**src/rtl/bcd_stopwatch_ctrl_if.sv**
```systemverilog
// Button, counter and display bus between the debounced buttons, the BCD
// counter and the stopwatch run-control sequencer.
interface bcd_stopwatch_ctrl_if;
  logic       start;
  logic       stop;
  logic       clear;
  logic       lap;
  logic [7:0] cnt_val;
  logic       cnt_x;
  logic       cnt_clr;
  logic [7:0] disp;
  logic       running;
  logic       lap_active;
  logic       done;

  modport master (
    output start, stop, clear, lap, cnt_val,
    input  cnt_x, cnt_clr, disp, running, lap_active, done
  );

  modport slave (
    input  start, stop, clear, lap, cnt_val,
    output cnt_x, cnt_clr, disp, running, lap_active, done
  );
endinterface

```
**src/rtl/bcd_stopwatch_ctrl.sv**
```systemverilog
// Stopwatch run-control sequencer: prescaled count ticks, counter clear, lap hold.
// Optional autostop at 99 (DONE state) is enabled by defining BCD_SW_AUTOSTOP_EN.
module bcd_stopwatch_ctrl #(
  parameter int unsigned PRESCALE = 1000
) (
  input logic                  clk,
  input logic                  reset,
  bcd_stopwatch_ctrl_if.slave  bus
);

  localparam int unsigned PW = (PRESCALE > 2) ? $clog2(PRESCALE) : 1;
  localparam logic [PW-1:0] PRESC_MAX = PW'(PRESCALE - 1);

  typedef enum logic [1:0] {IDLE, RUN, PAUSE, DONE} state_t;

  state_t        state;
  logic [PW-1:0] presc;
  logic [7:0]    lap_reg;
  logic          cnt_x_q;
  logic          cnt_clr_q;
  logic          running_q;
  logic          lap_active_q;
`ifdef BCD_SW_AUTOSTOP_EN
  logic          done_q;
`endif

  always_ff @(posedge clk) begin
    if (reset) begin
      state        <= IDLE;
      presc        <= '0;
      cnt_x_q      <= 1'b0;
      cnt_clr_q    <= 1'b0;
      running_q    <= 1'b0;
      lap_active_q <= 1'b0;
      lap_reg      <= '0;
`ifdef BCD_SW_AUTOSTOP_EN
      done_q       <= 1'b0;
`endif
    end else begin
      cnt_x_q   <= 1'b0;
      cnt_clr_q <= 1'b0;
      if (bus.clear) begin
        state        <= IDLE;
        presc        <= '0;
        running_q    <= 1'b0;
        lap_active_q <= 1'b0;
        // a clear held over several cycles still yields single-cycle pulses
        cnt_clr_q    <= ~cnt_clr_q;
`ifdef BCD_SW_AUTOSTOP_EN
        done_q       <= 1'b0;
`endif
      end else begin
        case (state)
          IDLE: begin
            if (bus.start) begin
              state     <= RUN;
              presc     <= '0;
              running_q <= 1'b1;
            end
          end
          RUN: begin
            if (bus.stop) begin
              state     <= PAUSE;
              running_q <= 1'b0;
            end else begin
              if (presc == PRESC_MAX) begin
                presc <= '0;
`ifdef BCD_SW_AUTOSTOP_EN
                if (bus.cnt_val == 8'h99) begin
                  state     <= DONE;
                  running_q <= 1'b0;
                  done_q    <= 1'b1;
                end else begin
                  cnt_x_q <= 1'b1;
                end
`else
                cnt_x_q <= 1'b1;
`endif
              end else begin
                presc <= presc + 1'b1;
              end
              // lap samples the pre-tick value since cnt_val updates only after cnt_x
              if (bus.lap) begin
                if (lap_active_q) begin
                  lap_active_q <= 1'b0;
                end else begin
                  lap_active_q <= 1'b1;
                  lap_reg      <= bus.cnt_val;
                end
              end
            end
          end
          PAUSE: begin
            if (bus.start) begin
              state     <= RUN;
              running_q <= 1'b1;
            end else if (bus.lap) begin
              lap_active_q <= 1'b0;
            end
          end
          default: begin
          end
        endcase
      end
    end
  end

  assign bus.cnt_x      = cnt_x_q;
  assign bus.cnt_clr    = cnt_clr_q;
  assign bus.running    = running_q;
  assign bus.lap_active = lap_active_q;
  assign bus.disp       = lap_active_q ? lap_reg : bus.cnt_val;
`ifdef BCD_SW_AUTOSTOP_EN
  assign bus.done       = done_q;
`else
  assign bus.done       = 1'b0;
`endif

endmodule

```
**src/flat_wrapper.sv**
```systemverilog
// flat-port wrapper written by rule: the top's interface ports become plain ports
module bcd_stopwatch_ctrl_flat 
#(
  parameter int unsigned PRESCALE = 1000
)
  (clk, reset, bus_start, bus_stop, bus_clear, bus_lap, bus_cnt_val, bus_cnt_x, bus_cnt_clr, bus_disp, bus_running, bus_lap_active, bus_done);
  bcd_stopwatch_ctrl_if bus_i ();
  input logic clk;
  input logic reset;
  input wire logic [$bits(bus_i.start)-1:0] bus_start;
  input wire logic [$bits(bus_i.stop)-1:0] bus_stop;
  input wire logic [$bits(bus_i.clear)-1:0] bus_clear;
  input wire logic [$bits(bus_i.lap)-1:0] bus_lap;
  input wire logic [$bits(bus_i.cnt_val)-1:0] bus_cnt_val;
  output wire logic [$bits(bus_i.cnt_x)-1:0] bus_cnt_x;
  output wire logic [$bits(bus_i.cnt_clr)-1:0] bus_cnt_clr;
  output wire logic [$bits(bus_i.disp)-1:0] bus_disp;
  output wire logic [$bits(bus_i.running)-1:0] bus_running;
  output wire logic [$bits(bus_i.lap_active)-1:0] bus_lap_active;
  output wire logic [$bits(bus_i.done)-1:0] bus_done;
  assign bus_i.start = bus_start;
  assign bus_i.stop = bus_stop;
  assign bus_i.clear = bus_clear;
  assign bus_i.lap = bus_lap;
  assign bus_i.cnt_val = bus_cnt_val;
  assign bus_cnt_x = bus_i.cnt_x;
  assign bus_cnt_clr = bus_i.cnt_clr;
  assign bus_disp = bus_i.disp;
  assign bus_running = bus_i.running;
  assign bus_lap_active = bus_i.lap_active;
  assign bus_done = bus_i.done;
  bcd_stopwatch_ctrl #(.PRESCALE(PRESCALE)) u_core (.clk(clk), .reset(reset), .bus(bus_i));
endmodule
```
**config.mk**
```make
export PLATFORM = sky130hd
export DESIGN_NAME = bcd_stopwatch_ctrl_flat
export DESIGN_NICKNAME = d
export VERILOG_FILES = /design/src/rtl/bcd_stopwatch_ctrl_if.sv /design/src/rtl/bcd_stopwatch_ctrl.sv /design/src/flat_wrapper.sv
export SDC_FILE = /design/constraint.sdc
export NUM_CORES = 1
export LEC_CHECK = 0
export ABC_AREA = 1
export BUFFER_PORTS_ARGS = -buffer_cell sky130_fd_sc_hd__buf_2
export CAP_MARGIN = 20
export CORE_MARGIN = 2
export CORE_UTILIZATION = 45
export CTS_CLUSTER_DIAMETER = 150
export DETAILED_ROUTE_END_ITERATION = 6
export GPL_ROUTABILITY_DRIVEN = 0
export HOLD_SLACK_MARGIN = 0.03
export PLACE_DENSITY = 0.79
export SLEW_MARGIN = 5
export SYNTH_ARGS = -nofsm -noshare
export SYNTH_HDL_FRONTEND = slang
export SYNTH_SLANG_ARGS = --single-unit
```
**constraint.sdc**
```tcl
create_clock -name clk -period 3.08 [get_ports clk]
set_input_delay 0.77 -clock clk [delete_from_list [all_inputs] [get_ports clk]]
set_output_delay 0.77 -clock clk [all_outputs]
set_load 0.05 [all_outputs]
```
## Word-level counts from Yosys, hierarchy flattened

Index checks and enable logic that the tools add are counted.

- Output and inout bits: 13
- Word-level logic and storage cells: 52
- Flip-flop bits (word level): 24
- Input port bits: 14

- Bitwise operators: 4
- Reduce and logical (&&, ||, !) cells: 12
- Add/sub/neg operators: 1
- Multiplexer cells: 18
- Eq/ne operators: 10

Operator list:

| kind | number |
|---|---|
| two-way mux 10 bit | 3 |
| one-hot mux 10 bit (2 select lines) | 1 |
| inequality test 2 bit, second input constant | 6 |
| adder 10 x 1 -> 10 bit, second input constant | 1 |
| equality test 10 bit, second input constant | 1 |
| two-way mux 1 bit | 8 |
| two-way mux 8 bit | 1 |
| AND reduction 3 bit | 2 |
| nonzero test 2 bit | 3 |
| OR reduction 2 bit | 3 |
| AND reduction 5 bit | 1 |
| two-way mux 2 bit | 2 |
| inverter 1 bit | 4 |
| one-hot mux 1 bit (2 select lines) | 2 |
| one-hot mux 2 bit (2 select lines) | 1 |
| AND reduction 4 bit | 1 |
| OR reduction 4 bit | 1 |
| equality test 2 x 1 -> 1 bit, second input constant | 1 |
| equality test 2 bit, second input constant | 1 |
| zero test 2 bit | 1 |
| inequality test 2 x 1 -> 1 bit, second input constant | 1 |

## Longest topological paths before layout

- Word-level depth: 4
- Depth in mapped cells: 9
- Mapped depth without buffers: 9

## Worst setup path after synthesis

Ideal clock, no wire load.

- Path kind: reg2out
- From: register u_core.lap_active_q (netlist: u_core.bus.lap_active)
- To: output bus_disp[7]
- Data arrival time: 2.163 ns
- Buffers on the path: 1
- Data required time: 2.310 ns
- Setup slack: 0.147 ns
- Cell stages (with the launch flop): 4
- Cells stage by stage: dfxtp_1 -> inv_1 -> buf_2 -> o21ai_0

- Cells in the longest elaborated chain, start to end: 1

Ends and longest elaborated chain:

| what | line | RTL |
|---|---|---|
| start, declared | bcd_stopwatch_ctrl.sv:22 | `logic lap_active_q;` |
| start signal, assigned | bcd_stopwatch_ctrl.sv:34 | `lap_active_q <= 1'b0;` |
| start signal, assigned | bcd_stopwatch_ctrl.sv:46 | `lap_active_q <= 1'b0;` |
| start signal, assigned | bcd_stopwatch_ctrl.sv:85 | `lap_active_q <= 1'b0;` |
| two-way mux 8 bit | - |  |
| end, declared | flat_wrapper.sv:17 | `output wire logic [$bits(bus_i.disp)-1:0] bus_disp;` |

No other way between the ends.

## Worst setup path after layout

- From: register u_core.lap_active_q (netlist: u_core.bus.lap_active)
- To: output bus_disp[6]

The elaborated chain is that of the path after synthesis.

==> results.txt <==
----------------------------------------------------
[Clocking]
  CTS tree ... built
  Total of hold buffers inserted after clock tree synthesis ... 0
  Clock Sink Count ... 23
  Maximum level of the CTS H-tree ... 1
  Clock latency on the worst-skew pair ... 0.31 ns
  Number of gates given a new drive strength after cts ... 0
  Clock-pin slew on the worst setup and hold paths ... 0.13 ns
  Total clock buffers created by CTS ... 3
  Max Root-Sink Buffers ... 2
  Library cell used as clock root buffer ... sky130_fd_sc_hd__clkbuf_4
  Number of setup buffers added after CTS ... 0

[Final layout]
  Antenna Diode Count ... 0
  Final-stage net count ... 223
  Synthesis-to-finish area growth ... 13.6%
  Fraction of layout instances using a drive strength above 1 ... 0.179
  Total of fill cells in the finished design ... 268
  Flip-flop count of the largest register after layout ... 10
  Multi-input gate area ... 578 µm²
  Total area of sequential cells ... 460 µm²

[Power and ir drop]
  Power Density ... 395 nW/µm²
  Power Internal ... 0.373 mW
  Switching power ... 0.159 mW
  Sequential share of power ... 0.572
  Final Power ... 0.531 mW
  Switching part of the total ... 0.299
  Static leakage ... 0.602 nW
  Clock power share ... 0.265
  Logic gate share of total power ... 0.162
  IR drop worst, VDD ... 0.000366 V

[Global route]
  Number of global-route vias before repair ... 940
  GRT Total Usage ... 0.142
  Maximum number of pins on one net before global-route repair ... 18
  Initial antenna violation count ... 0
  Global-route wire length before repair ... 3610 µm
  Total global routing overflow ... 0

[Floorplanning]
  Floorplan die height ... 55.3 µm
  Initial core utilization ... 0.478
  Placeable Area ... 2480 µm²
  Top Ports ... 27
  Die footprint ... 3060 µm²
  Width of the die ... 55.3 µm
  Number of rows in the core area ... 18

[Setup path]
  Register-to-register path setup slack ... 1.64 ns
  Critical path start-end classification ... reg2out
  Required time at the worst-slack endpoint ... 2.31 ns
  Critical R2R Capture ... u_core.presc[5]
  R2R cell count ... 8
  Arrival time reported for the critical path endpoint ... 1.46 ns
  Startpoint of the most critical register-to-register path ... u_core.presc[0]
  Worst setup EP type ... primary output
  Max FO, Critical Path ... 17
  Type of element launching the critical path ... register

[Synth]
  FFs w/ async S/R, synth ... 0
  Flip-flop and latch count after synthesis ... 23
  Cell types with the largest area share after synthesis ... sky130_fd_sc_hd__dfxtp_1 39%, sky130_fd_sc_hd__nand2_1 16%, sky130_fd_sc_hd__inv_1 9.5%, sky130_fd_sc_hd__o21ai_0 8.0%, sky130_fd_sc_hd__nor2_1 6.0%
  Total of warnings raised by yosys ... 0
  Cell variety after synth ... 22
  Most frequently used cell type in the post-synthesis netlist ... sky130_fd_sc_hd__nand2_1
  Cell taking the most area after synthesis ... sky130_fd_sc_hd__dfxtp_1
  Sequential cell area fraction in the yosys report ... 0.389
  Most used standard cells in the synthesized netlist ... 49 x sky130_fd_sc_hd__nand2_1, 30 x sky130_fd_sc_hd__inv_1, 23 x sky130_fd_sc_hd__dfxtp_1, 19 x sky130_fd_sc_hd__nor2_1, 19 x sky130_fd_sc_hd__o21ai_0
  Main synth FF type ... sky130_fd_sc_hd__dfxtp_1
  Average instance area after synthesis ... 6.50 µm²
  Fraction of post-synthesis cell area in the top cell type by area ... 0.389
  EDFF count, synth ... 0
  Number of instances in the synthesized netlist ... 182
  Netlist Area Pre-Place ... 1180 µm²
  Net count after synthesis ... 197

[Worst hold path]
  WHS Path Cells ... 1
  Hold Path Class ... reg2reg
  Worst hold start ... u_core.bus.cnt_clr
  Hold EP ... u_core.bus.cnt_clr

[Drt]
  Overall via count from detail_route ... 1118
  Post-detailed-routing wire length ... 2120 µm
  Via/cell ratio ... 4.72
  Total iterations of the first detailed-routing run ... 4
  Routed len/inst ... 8.94 µm
  Count of antenna-violating nets left after detailed routing ... 0
  DR iter-0 viols ... 26
  DRC violations left ... 0

[Run]
  Max-cap violations ... 0

[STA]
  Final number of setup-violating endpoints ... 0
  Final Critical Period ... 2.23 ns
  Clk_skew ... 0.00205 ns
  Fraction of the cycle the final worst path needs ... 0.724
  Hold violation total from the final report ... 0
  Final slew viol count ... 0
  Fmax achieved ... 0.448 GHz
  Total negative setup slack ... 0 ns
  Unrepaired setup endpoints after global routing ... false

[Placement]
  Half-perimeter wire length after detailed placement ... 1660 µm
  Buffers on Ports ... 25

[Run status]
  Status ... completed

----------------------------------------------------
==> how the worst max path moves through the flow <==
stage                           from           to  slack (ns)  cells past startpoint
6_report       u_core.bus.lap_active  bus_disp[6]        0.85                      4
4_1_cts        u_core.bus.lap_active  bus_disp[1]        0.83                      4
5_1_grt        u_core.bus.lap_active  bus_disp[6]        0.65                      4
3_3_place_gp          bus_cnt_val[6]  bus_disp[6]        1.01                      4
2_1_floorplan  u_core.bus.lap_active  bus_disp[7]        0.15                      3
3_5_place_dp          bus_cnt_val[1]  bus_disp[1]        1.01                      4
==> cell families (layout without fill, tap and decap cells) <==
| kind of cell | Yosys count | count (layout) | share of synthesized area |
|---|---|---|---|
| compound gates | 33 | 33 | 0.143 |
| xor+xnor | 3 | 3 | 0.0222 |
| fa+ha+maj | 1 | 1 | 0.0106 |
| buf+inv | 35 | 60 | 0.123 |
| flops | 23 | 23 | 0.389 |
| other cells | 1 | 1 | 0.00317 |
| simple gates | 86 | 86 | 0.310 |
==> through the flow <==
step / area (µm²) / instances / setup slack (ns) / hold slack [ns] / utilization
after floorplan: 1180 / 182 / 0.147 / 0.424 / -
after global placement: 1320 / 233 / 1.01 / 0.413 / 0.532
after detailed placement: 1320 / 233 / 1.01 / 0.401 / 0.532
after CTS: 1350 / 237 / 0.825 / 0.429 / 0.543
after global routing: 1350 / 237 / 0.648 / 0.447 / 0.543
final: 1350 / 237 / 0.850 / 0.431 / 0.543
==> layout by cell type, fill, tap and decap left out, types with 3 or more instances in the layout <==
cell type                   n
sky130_fd_sc_hd__buf_2     25
sky130_fd_sc_hd__nor2_1    19
sky130_fd_sc_hd__dfxtp_1   23
sky130_fd_sc_hd__nand3_1    7
sky130_fd_sc_hd__inv_1     30
sky130_fd_sc_hd__o21ai_0   19
sky130_fd_sc_hd__nand2_2    4
sky130_fd_sc_hd__a21oi_1   12
sky130_fd_sc_hd__clkbuf_4   3
sky130_fd_sc_hd__nor3_1     3
sky130_fd_sc_hd__nand2_1   49
sky130_fd_sc_hd__xor2_1     3
==> per-layer routing <==
layer,part of all wire,track usage,wire (µm),vias up
met4,0.016,0.0627,34,0
met1,0.48,0.179,1020,487
met5,0,0,0,-
met2,0.47,0.238,991,16
li1,-,-,-,611
met3,0.034,0.0211,72,4
==> power groups by stage <==
stage	logic, mW	registers, mW	clock network [mW]
floorplan	0.0616	0.316	0
global placement	0.0862	0.311	0
detailed placement	0.0863	0.311	0
CTS	0.0866	0.304	0.144
global route	0.0944	0.305	0.157
finish	0.0862	0.304	0.141
==> worst max-delay path: stages (launching register included) <==
cell and delay, ns:
sky130_fd_sc_hd__dfxtp_1 0.34, sky130_fd_sc_hd__inv_1 0.31, sky130_fd_sc_hd__nand2_1 0.08, sky130_fd_sc_hd__o21ai_0 0.11
sky130_fd_sc_hd__buf_2 0.30
==> final cells by class <==
type,instances,area share
clock inverter,1,0.00372
tap,30,0.0279
inverter,31,0.0865
multi-input combinational,124,0.430
clock buffer,3,0.0167
timing repair buffer,25,0.0930
sequential,23,0.342
(Power assumes the default switching activity.)
